`config.mk`:
```
export PLATFORM = sky130hd
export DESIGN_NAME = regfile_write_arbiter
export DESIGN_NICKNAME = d
export VERILOG_FILES = /design/src/rtl/regfile_arb_pkg.sv /design/src/rtl/regfile_write_arbiter_picker.sv /design/src/rtl/regfile_write_arbiter.sv
export SDC_FILE = /design/constraint.sdc
export NUM_CORES = 1
export LEC_CHECK = 0
export ABC_AREA = 0
export CORE_ASPECT_RATIO = 0.6
export CORE_MARGIN = 2
export CORE_UTILIZATION = 40
export CTS_CLUSTER_DIAMETER = 30
export CTS_CLUSTER_SIZE = 24
export DETAILED_ROUTE_END_ITERATION = 6
export PLACE_DENSITY = 0.81
export SETUP_SLACK_MARGIN = 0.05
export SLEW_MARGIN = 10
export SYNTH_ARGS = -nofsm -noshare
export SYNTH_HDL_FRONTEND = slang
export SYNTH_SLANG_ARGS = --single-unit
```
`constraint.sdc`:
```
create_clock -name clk -period 4.5 [get_ports clk]
set_input_delay 0.9 -clock clk [delete_from_list [all_inputs] [get_ports clk]]
set_output_delay 0.9 -clock clk [all_outputs]
set_load 0.02 [all_outputs]
```
`src/rtl/regfile_arb_pkg.sv`:
```
// Shared types and sizes for the register-file write arbiter.
// The top module also honours the optional REGFILE_R0_ZERO_EN macro (R0 hardwired to zero).
package regfile_arb_pkg;

   localparam int REG_ADDR_W = 4;
   localparam int NUM_REGS   = 16;
   localparam int REG_DATA_W = 32;

   // IDLE: pending-write slot empty, BUSY: slot holds one write
   typedef enum logic {
      IDLE = 1'b0,
      BUSY = 1'b1
   } arb_state_t;

   // Index of the requester after idx, wrapping at n
   function automatic int unsigned wrap_inc(input int unsigned idx, input int unsigned n);
      return (idx + 1 >= n) ? 0 : idx + 1;
   endfunction

endpackage

```
`src/rtl/regfile_write_arbiter_picker.sv`:
```
// Round-robin priority picker: first valid requester at or after rr_ptr, with wrap.
// Purely combinational; produces a one-hot grant plus its index.
module rr_priority_picker
   import regfile_arb_pkg::*;
#(
   parameter int NUM_REQ = 4,
   parameter int IDX_W   = (NUM_REQ > 1) ? $clog2(NUM_REQ) : 1
) (
   input  logic [NUM_REQ-1:0] req_valid,
   input  logic [IDX_W-1:0]   rr_ptr,
   output logic [NUM_REQ-1:0] grant_onehot,
   output logic [IDX_W-1:0]   grant_idx,
   output logic               grant_any
);

   int unsigned    cand_int;
   logic [IDX_W-1:0] cand;

   // Walk the ring starting at rr_ptr; the first hit wins and later hits are ignored
   always_comb begin
      grant_onehot = '0;
      grant_idx    = '0;
      grant_any    = 1'b0;
      cand_int     = 0;
      cand         = '0;
      for (int k = 0; k < NUM_REQ; k++) begin
         cand_int = int'(rr_ptr) + k;
         if (cand_int >= NUM_REQ) begin
            cand_int = cand_int - NUM_REQ;
         end
         cand = IDX_W'(cand_int);
         if (!grant_any && req_valid[cand]) begin
            grant_any          = 1'b1;
            grant_onehot[cand] = 1'b1;
            grant_idx          = cand;
         end
      end
   end

endmodule

```
`src/rtl/regfile_write_arbiter.sv`:
```
// Round-robin arbiter sharing one register-file write port between NUM_REQ producers.
// Optional macro REGFILE_R0_ZERO_EN: writes to register 0 are accepted but discarded.
module regfile_write_arbiter
   import regfile_arb_pkg::*;
#(
   parameter int NUM_REQ = 4,
   parameter int ADDR_W  = REG_ADDR_W,
   parameter int DATA_W  = REG_DATA_W,
   localparam int IDX_W  = (NUM_REQ > 1) ? $clog2(NUM_REQ) : 1
) (
   input  logic                      clk,
   input  logic                      rst_n,
   input  logic [NUM_REQ-1:0]        req_valid,
   input  logic [NUM_REQ*ADDR_W-1:0] req_addr,
   input  logic [NUM_REQ*DATA_W-1:0] req_data,
   output logic [NUM_REQ-1:0]        req_ready,
   input  logic                      wr_stall,
   output logic [ADDR_W-1:0]         dec_in,
   output logic                      wr_en,
   output logic [DATA_W-1:0]         wr_data,
   output logic [IDX_W-1:0]          grant_id
);

   arb_state_t        state;
   logic              pend_valid;
   logic [ADDR_W-1:0] pend_addr;
   logic [DATA_W-1:0] pend_data;
   logic [IDX_W-1:0]  pend_id;
   logic [IDX_W-1:0]  rr_ptr;
   logic [IDX_W-1:0]  rr_next;

   logic [NUM_REQ-1:0] win_onehot;
   logic [IDX_W-1:0]   win_idx;
   logic               win_any;
   logic               can_accept;
   logic               transfer;
   logic               load_pend;
   logic [ADDR_W-1:0]  sel_addr;
   logic [DATA_W-1:0]  sel_data;

   rr_priority_picker #(
      .NUM_REQ (NUM_REQ),
      .IDX_W   (IDX_W)
   ) u_picker (
      .req_valid    (req_valid),
      .rr_ptr       (rr_ptr),
      .grant_onehot (win_onehot),
      .grant_idx    (win_idx),
      .grant_any    (win_any)
   );

   assign pend_valid = (state == BUSY);

   // Outputs are gated by rst_n so nothing is issued or accepted while reset is held
   assign wr_en      = rst_n & pend_valid & ~wr_stall;
   assign can_accept = rst_n & (~pend_valid | wr_en);
   assign req_ready  = can_accept ? win_onehot : '0;
   assign transfer   = can_accept & win_any;

   assign dec_in   = pend_addr;
   assign wr_data  = pend_data;
   assign grant_id = pend_id;

   assign rr_next = IDX_W'(wrap_inc(int'(win_idx), NUM_REQ));

   always_comb begin
      sel_addr = '0;
      sel_data = '0;
      for (int i = 0; i < NUM_REQ; i++) begin
         if (win_onehot[i]) begin
            sel_addr = req_addr[i*ADDR_W +: ADDR_W];
            sel_data = req_data[i*DATA_W +: DATA_W];
         end
      end
   end

   // A write to R0 still wins its turn but never occupies the pending slot
`ifdef REGFILE_R0_ZERO_EN
   assign load_pend = transfer & (sel_addr != '0);
`else
   assign load_pend = transfer;
`endif

   always_ff @(posedge clk) begin
      if (!rst_n) begin
         state     <= IDLE;
         rr_ptr    <= '0;
         pend_addr <= '0;
         pend_data <= '0;
         pend_id   <= '0;
      end else begin
         if (transfer) begin
            rr_ptr <= rr_next;
         end
         case (state)
            IDLE: begin
               if (load_pend) begin
                  state     <= BUSY;
                  pend_addr <= sel_addr;
                  pend_data <= sel_data;
                  pend_id   <= win_idx;
               end
            end
            BUSY: begin
               if (wr_en) begin
                  if (load_pend) begin
                     pend_addr <= sel_addr;
                     pend_data <= sel_data;
                     pend_id   <= win_idx;
                  end else begin
                     state <= IDLE;
                  end
               end
            end
         endcase
      end
   end

endmodule

```
==> results of run 1 <==
==> worst max-delay path: stages <==
cell and delay, ps:
sky130_fd_sc_hd__clkdlybuf4s50_1 490, sky130_fd_sc_hd__or3b_1 360, sky130_fd_sc_hd__a2111oi_2 460, sky130_fd_sc_hd__or2_1 270, sky130_fd_sc_hd__a21oi_4 90, sky130_fd_sc_hd__nor2_1 110, sky130_fd_sc_hd__clkdlybuf4s50_1 610
==> kinds of logic after synthesis <==
logic type / count (synthesis)
AOI/OAI and AO/OA: 219
buffers and inverters: 55
muxes: 6
DFF: 41
and+or+nand+nor: 63
adders and majority gates: 7
==> metal layers <==
| layer | up-vias | track usage, % | share of wire [%] |
|---|---|---|---|
| li1 | 2025 | - | - |
| met1 | 2069 | 34.0 | 44 |
| met2 | 223 | 43.3 | 45 |
| met3 | 20 | 6.82 | 9.9 |
| met4 | 0 | 6.70 | 1.5 |
| met5 | - | 0 | 0 |
==> Yosys cell counts (7+ instances only) <==
cell type / count
sky130_fd_sc_hd__a2111oi_0: 36
sky130_fd_sc_hd__a211oi_1: 26
sky130_fd_sc_hd__a211oi_2: 10
sky130_fd_sc_hd__a21oi_1: 11
sky130_fd_sc_hd__a221oi_1: 36
sky130_fd_sc_hd__a22oi_2: 31
sky130_fd_sc_hd__buf_2: 9
sky130_fd_sc_hd__clkbuf_1: 32
sky130_fd_sc_hd__dfxtp_1: 41
sky130_fd_sc_hd__ha_1: 7
sky130_fd_sc_hd__nand2b_1: 39
sky130_fd_sc_hd__o311ai_0: 36
==> sequential cells by signal (all words and copies together), names as in the netlist, named ones only <==
name        count
wr_data        32
dec_in          4
grant_id        2
pend_valid      1
rr_ptr          1
==> final cells by class <==
cell class	count	area share (%)
multi-input combinational	295	44.6
inverter	4	0.258
tap	116	2.49
timing repair buffer	210	35.8
sequential	41	14.1
clock inverter	1	0.0860
clock buffer	7	2.62
==> worst paths after layout <==
path,depth (start not counted),endpoint,from,slack (ps)
setup / recovery,7,req_ready[3],req_valid[2],300
hold / removal,1,grant_id[0],grant_id[0],510
setup reg to reg,10,wr_data[29],flop,1190
hold reg to reg,1,grant_id[0],grant_id[0],510
==> where the power goes <==
| part | internal [W] | switching, W | leakage (nW) | total, W |
|---|---|---|---|---|
| sequential | 0.000504 | 0.000123 | 0.337 | 0.000626 |
| combinational | 0.00119 | 0.00160 | 1.47 | 0.00279 |
| clock | 0.000235 | 0.000148 | 0.0799 | 0.000383 |
| total | 0.00193 | 0.00187 | 1.88 | 0.00380 |
==> layout by cell type, fill, tap and decap left out, types with 5 or more instances in the layout <==
master	count
sky130_fd_sc_hd__clkdlybuf4s50_1	193
sky130_fd_sc_hd__dfxtp_1	41
sky130_fd_sc_hd__nand2b_1	39
sky130_fd_sc_hd__a221oi_1	36
sky130_fd_sc_hd__a2111oi_0	36
sky130_fd_sc_hd__o311ai_0	36
sky130_fd_sc_hd__a22oi_2	31
sky130_fd_sc_hd__a211oi_1	26
sky130_fd_sc_hd__buf_4	15
sky130_fd_sc_hd__a21oi_1	11
sky130_fd_sc_hd__a211oi_2	10
sky130_fd_sc_hd__ha_1	7
sky130_fd_sc_hd__a22oi_1	6
sky130_fd_sc_hd__nor2_1	5
sky130_fd_sc_hd__nand3b_1	5
sky130_fd_sc_hd__o21ai_0	5
sky130_fd_sc_hd__clkbuf_16	5
==> metrics by stage <==
stage                     hold slack, ps  cell area, um2  instances  util [%]
final                                507            5820        674      64.3
after global routing                 532            5820        674      64.3
after CTS                            510            5820        674      64.3
after detailed placement             485            5660        666      62.6
after global placement               454            5660        666      62.6
after floorplan                      473            3670        391         -
==> summary.json, run 1 <==
{
  "netlist.top_cell.by_area": {"value": "sky130_fd_sc_hd__dfxtp_1"},
  "cts_max_path_buffers": {"value": 2},
  "pin_count": {"value": 194},
  "totalPowerFinal": {"value": 0.00380, "unit": "W"},
  "layout_setup_ws": {"value": 304, "unit": "ps"},
  "setup_viol": {"value": 0},
  "grt_first_pass_wirelength": {"value": 21.1, "unit": "mm"},
  "end_kind": {"value": "primary output"},
  "starting_density": {"value": 40.6, "unit": "%"},
  "timing.setup.tns": {"value": 0, "unit": "ps"},
  "core": {"value": 0.00905, "unit": "mm2"},
  "synth_top_area_share": {"value": 22.3, "unit": "%"},
  "routed_wl": {"value": 13.8, "unit": "mm"},
  "tritoncts_clock_tree": {"value": "done"},
  "crit_arrival": {"value": 3300, "unit": "ps"},
  "clockRootBuffer": {"value": "sky130_fd_sc_hd__clkbuf_16"},
  "finalCritPeriodShare": {"value": 93.2, "unit": "%"},
  "n_fill_cell": {"value": 761},
  "highest_clock_rate": {"value": 0.238, "unit": "GHz"},
  "rsz0062_at_grt": {"value": "no"},
  "finalWorstPathRequiredPeriod": {"value": 4200, "unit": "ps"},
  "cts_hold_repair.buffers": {"value": 0},
  "post_synth_instance_area": {"value": 0.00367, "unit": "mm2"},
  "die_area": {"value": 0.0100, "unit": "mm2"},
  "yosys.area_share.simple": {"value": 10.8, "unit": "%"},
  "drt-pass1-iter-count": {"value": 5},
  "dominant_combinational_cell_family_by_area_after_synthesis": {"value": "compound AO/OA/AOI/OAI gates"},
  "cts_made_buffers": {"value": 5},
  "num_rows": {"value": 27},
  "hp-class": {"value": "flop to flop"},
  "worstPathMaxFanout": {"value": 3},
  "post_synth_net_total": {"value": 549},
  "gp_routability_congestion": {"value": 0.857},
  "count_of_cell_types_in_the_netlist": {"value": 52},
  "synthToLayoutAreaGrowth": {"value": 58.4, "unit": "%"},
  "synth.yosys.seq_area_share": {"value": 22.3, "unit": "%"},
  "synth_adder_area_share": {"value": 2.38, "unit": "%"},
  "syn-mean-instance-area": {"value": 9.40, "unit": "um2"},
  "synthesis.yosys.warnings": {"value": 0},
  "clk_transition_reported_paths": {"value": 60, "unit": "ps"},
  "count_of_final_max_slew_check_failures": {"value": 0},
  "final_layout_size_suffix_gt1_share": {"value": 14.7, "unit": "%"},
  "yosys_most_used_dff": {"value": "sky130_fd_sc_hd__dfxtp_1"},
  "detailroute.via_count": {"value": 4337},
  "chipHeight": {"value": 78.2, "unit": "um"},
  "final-hold-violation-count": {"value": 0},
  "grt_util_all_layers": {"value": 26.2, "unit": "%"},
  "grt_start_max_net_pins": {"value": 105},
  "relSlewSlack": {"value": 40.3, "unit": "%"},
  "synthArstFlopShare": {"value": 0, "unit": "%"},
  "crit_type": {"value": "input pin to primary output"},
  "cts.repair_timing.setup_buffer_count": {"value": 0},
  "dp_worst_setup_slack": {"value": 301, "unit": "ps"},
  "cp.required": {"value": 3600, "unit": "ps"},
  "drt_first_iter_violations": {"value": 324},
  "maxCapViolations": {"value": 0},
  "post_drt_via_cell_ratio": {"value": 6.43},
  "footprint_of_the_multi_input_gates": {"value": 0.00260, "unit": "mm2"},
  "worst_pin_slew": {"value": 895, "unit": "ps"},
  "register_area": {"value": 821, "unit": "um2"},
  "count_of_input_and_output_buffers": {"value": 193},
  "cts.sinks": {"value": 41},
  "netlist_instances": {"value": 391},
  "post_cts_resized": {"value": 0},
  "synth_compound_gate_area_share": {"value": 54.0, "unit": "%"},
  "post_synth_xor_area_fraction": {"value": 0, "unit": "%"},
  "vdd.ir_drop.worst": {"value": 0.459, "unit": "mV"},
  "grt_pass1_vias": {"value": 4259},
  "ys_top_cells_by_area": {"value": "sky130_fd_sc_hd__dfxtp_1 22%, sky130_fd_sc_hd__a22oi_2 11%, sky130_fd_sc_hd__a2111oi_0 8.6%, sky130_fd_sc_hd__a221oi_1 8.6%, sky130_fd_sc_hd__o311ai_0 8.6%"},
  "yosys-mux-area-fraction": {"value": 3.06, "unit": "%"},
  "outcome": {"value": "completed"},
  "width_of_the_chip": {"value": 128, "unit": "um"},
  "antennaDiodeCount": {"value": 0},
  "power_density": {"value": 653, "unit": "mW/mm2"},
  "detail-route-antenna-nets": {"value": 0},
  "h-tree-depth": {"value": 2},
  "grt.overflow.total": {"value": 0},
  "avgRoutedWirePerCell": {"value": 20.5, "unit": "um"},
  "insertion_delay": {"value": 280, "unit": "ps"},
  "critical_path.startpoint_type": {"value": "input pin"},
  "final.setup_skew": {"value": 4.98, "unit": "ps"},
  "dpl.hpwl": {"value": 9.68, "unit": "mm"},
  "synth-edff-count": {"value": 0},
  "synth_seq_cells": {"value": 41},
  "antenna_found_initial": {"value": 0},
  "drc": {"value": 0},
  "p_leak": {"value": 1.88, "unit": "nW"},
  "finish.net_count": {"value": 715}
}
Note: power is estimated with default switching activity, not from simulation.
==> run 2, diff against run 1 <==
- CELL_PAD_IN_SITES_DETAIL_PLACEMENT: default -> 0
- CELL_PAD_IN_SITES_GLOBAL_PLACEMENT: default -> 1
- CORE_UTILIZATION: 40 -> 29
- PLACE_DENSITY: 0.81 -> default
- PLACE_DENSITY_LB_ADDON: default -> 0.1
==> run 2 against run 1 <==
Clock power decreased by 7.6%. First-iteration DRC count decreased by 37%. Maximum frequency decreased by 2.5%. Count of clock-buffer cells in the layout decreased by 2. Critical path depth increased by 1. Non-clock buffer count increased by 2. Final area increased by 1.0%. Sequential share of layout area decreased by 0.14 points. Wire length increased by 5.7%. Critical path type unchanged.
==> summary.json, run 2 (same netlist as run 1, synthesis figures left out) <==
{
  "pin_count": {"value": 194, "change": "unchanged"},
  "cts_max_path_buffers": {"value": 2, "change": "unchanged"},
  "largest_reg_flops": {"value": 32, "change": "unchanged"},
  "final_layout_size_suffix_gt1_share": {"value": 14.9, "unit": "%", "change": "was 14.7%"},
  "crit_buf_inv": {"value": 3, "change": "was 2"},
  "grt_pass1_vias": {"value": 4222, "change": "was 4259"},
  "detail-route-antenna-nets": {"value": 0, "change": "unchanged"},
  "count_of_final_max_slew_check_failures": {"value": 0, "change": "unchanged"},
  "reg2reg_slack": {"value": 1220, "unit": "ps", "change": "was 1190 ps"},
  "worstPathMaxFanout": {"value": 9, "change": "was 3"},
  "maxCapViolations": {"value": 0, "change": "unchanged"},
  "grt_util_all_layers": {"value": 20.9, "unit": "%", "change": "was 26.2%"},
  "synthToLayoutAreaGrowth": {"value": 60.0, "unit": "%", "change": "was 58.4%"},
  "hp-start": {"value": "grant_id[0]", "change": "unchanged"},
  "worstSetupPathDepth": {"value": 8, "change": "was 7"},
  "clk_transition_reported_paths": {"value": 60, "unit": "ps", "change": "about the same"},
  "crit_path_frequent_cell": {"value": "sky130_fd_sc_hd__clkdlybuf4s50_1", "change": "unchanged"},
  "grt_start_max_net_pins": {"value": 150, "change": "was 105"},
  "core": {"value": 0.0122, "unit": "mm2", "change": "was 0.00905 mm2"},
  "dpl.hpwl": {"value": 10.3, "unit": "mm", "change": "was 9.68 mm"},
  "width_of_the_chip": {"value": 149, "unit": "um", "change": "was 128 um"},
  "clockRootBuffer": {"value": "sky130_fd_sc_hd__clkbuf_16", "change": "unchanged"},
  "highest_clock_rate": {"value": 0.232, "unit": "GHz", "change": "was 0.238 GHz"},
  "cp.required": {"value": 3600, "unit": "ps", "change": "about the same"},
  "cts_hold_repair.buffers": {"value": 0, "change": "unchanged"},
  "insertion_delay": {"value": 290, "unit": "ps", "change": "was 280 ps"},
  "drt_first_iter_violations": {"value": 204, "change": "was 324"},
  "crit_type": {"value": "input pin to primary output", "change": "unchanged"},
  "most_frequent_standard_cell_in_the_layout_excluding_fill_and_tap_cells": {"value": "sky130_fd_sc_hd__clkdlybuf4s50_1", "change": "unchanged"},
  "use_met1": {"value": 28.6, "unit": "%", "change": "was 34.0%"},
  "h-tree-depth": {"value": 2, "change": "unchanged"},
  "gp_routability_congestion": {"value": 0.852, "change": "was 0.857"},
  "worst_hold_path.endpoint": {"value": "grant_id[0]", "change": "unchanged"},
  "rr_endpoint": {"value": "wr_data[8]", "change": "was wr_data[29]"},
  "crit_arrival": {"value": 3400, "unit": "ps", "change": "was 3300 ps"},
  "vdd.ir_drop.worst": {"value": 0.368, "unit": "mV", "change": "was 0.459 mV"},
  "hp-class": {"value": "flop to flop", "change": "unchanged"},
  "worst_pin_slew": {"value": 621, "unit": "ps", "change": "was 895 ps"},
  "grt_util_met3": {"value": 7.04, "unit": "%", "change": "was 6.82%"},
  "setup_viol": {"value": 0, "change": "unchanged"},
  "rsz0062_at_grt": {"value": "no", "change": "unchanged"},
  "critical_path.max_stage_delay": {"value": 620, "unit": "ps", "change": "was 610 ps"},
  "detailroute.via_count": {"value": 4304, "change": "was 4337"},
  "critical_path.startpoint_type": {"value": "input pin", "change": "unchanged"},
  "grt-busiest-layer": {"value": "met2", "change": "unchanged"},
  "grt_util_met2": {"value": 32.5, "unit": "%", "change": "was 43.3%"},
  "routed_wl": {"value": 14.6, "unit": "mm", "change": "was 13.8 mm"},
  "final.setup_skew": {"value": 9.01, "unit": "ps", "change": "was 4.98 ps"},
  "slowest_stage": {"value": "sky130_fd_sc_hd__clkdlybuf4s50_1", "change": "unchanged"},
  "num_rows": {"value": 31, "change": "was 27"},
  "grt.overflow.total": {"value": 0, "change": "unchanged"},
  "antennaDiodeCount": {"value": 0, "change": "unchanged"},
  "worst_path_dominant_cell_family": {"value": "buffers and inverters", "change": "unchanged"},
  "relSlewSlack": {"value": 58.6, "unit": "%", "change": "was 40.3%"},
  "grt_first_pass_wirelength": {"value": 22.7, "unit": "mm", "change": "was 21.1 mm"},
  "end_kind": {"value": "primary output", "change": "unchanged"},
  "avgRoutedWirePerCell": {"value": 20.2, "unit": "um", "change": "was 20.5 um"},
  "cts_made_buffers": {"value": 5, "change": "unchanged"},
  "chipHeight": {"value": 91.2, "unit": "um", "change": "was 78.2 um"},
  "tritoncts_clock_tree": {"value": "done", "change": "unchanged"},
  "p_leak": {"value": 1.88, "unit": "nW", "change": "about the same"},
  "critical_path.cell_chain": {"value": "clkdlybuf4s50_1 > buf_4 > mux4_2 > nand3b_1 > a2bb2oi_1 > a21oi_4 > nor2_1 > clkdlybuf4s50_1", "change": "was clkdlybuf4s50_1 > or3b_1 > a2111oi_2 > or2_1 > a21oi_4 > nor2_1 > clkdlybuf4s50_1"},
  "antenna_found_initial": {"value": 0, "change": "unchanged"},
  "timing.setup.tns": {"value": 0, "unit": "ps", "change": "unchanged"},
  "worstRegToRegCells": {"value": 9, "change": "was 10"},
  "cts.sinks": {"value": 41, "change": "unchanged"},
  "numPlacedInstances": {"value": 716, "change": "was 666"},
  "post_drt_via_cell_ratio": {"value": 5.95, "change": "was 6.43"},
  "finish.net_count": {"value": 717, "change": "was 715"},
  "finalCritPeriodShare": {"value": 95.6, "unit": "%", "change": "was 93.2%"},
  "power_density": {"value": 641, "unit": "mW/mm2", "change": "was 653 mW/mm2"},
  "die_area": {"value": 0.0136, "unit": "mm2", "change": "was 0.0100 mm2"},
  "finalNonFillerCells": {"value": 723, "change": "was 674"},
  "outcome": {"value": "completed", "change": "unchanged"},
  "finalWorstPathRequiredPeriod": {"value": 4300, "unit": "ps", "change": "was 4200 ps"},
  "worst_hold_stages": {"value": 1, "change": "unchanged"},
  "starting_density": {"value": 30.1, "unit": "%", "change": "was 40.6%"},
  "count_of_input_and_output_buffers": {"value": 193, "change": "unchanged"},
  "drc": {"value": 0, "change": "unchanged"},
  "most-common-layout-cells": {"value": "193 x sky130_fd_sc_hd__clkdlybuf4s50_1, 41 x sky130_fd_sc_hd__dfxtp_1, 39 x sky130_fd_sc_hd__nand2b_1", "change": "unchanged"},
  "drt-pass1-iter-count": {"value": 5, "change": "unchanged"},
  "final-hold-violation-count": {"value": 0, "change": "unchanged"}
}
==> run 2: metrics by stage <==
stage	instance area [um2]	hold slack, ps	util (%)	setup slack [ps]	power, W
3_5_place_dp	5720	486	46.8	222	0.00342
2_1_floorplan	3670	473	-	994	0.00252
5_1_grt	5880	511	48.1	90.0	0.00405
6_report	5880	495	48.1	197	0.00377
3_3_place_gp	5720	467	46.8	239	0.00337
4_1_cts	5850	502	47.9	199	0.00379
==> run 2: metal layers <==
metal / vias to the layer above / part of all wire [%]
met5: - / 0
met4: 0 / 0.79
met3: 10 / 9.4
met2: 206 / 43
met1: 2063 / 47
li1: 2025 / -
==> run 2: where the power goes <==
| part | switching [W] | leakage, nW | internal, W |
|---|---|---|---|
| combinational | 0.00161 | 1.48 | 0.00118 |
| clock | 0.000155 | 0.0655 | 0.000199 |
| sequential | 0.000122 | 0.337 | 0.000503 |
==> run 2: worst max path at each step <==
stage                  from           end
6_report       req_valid[2]  req_ready[3]
5_1_grt        req_valid[2]  req_ready[3]
4_1_cts        req_valid[2]  req_ready[3]
3_5_place_dp   req_valid[2]  req_ready[3]
3_3_place_gp   req_valid[2]  req_ready[3]
2_1_floorplan     rr_ptr[1]  req_ready[2]
==> run 2: area by class of cell <==
type | count | area [um2]
fill | 1143 | 6340
multi-input combinational | 295 | 2600
timing repair buffer | 212 | 2110
sequential | 41 | 821
tap | 165 | 206
clock buffer | 5 | 125
inverter | 4 | 15.0
clock inverter | 1 | 5.00
==> run 2: timing repair <==
action	in CTS	in global routing
gates resized for setup	0	1
setup buffers	0	0
endpoints found under the setup margin	0	1
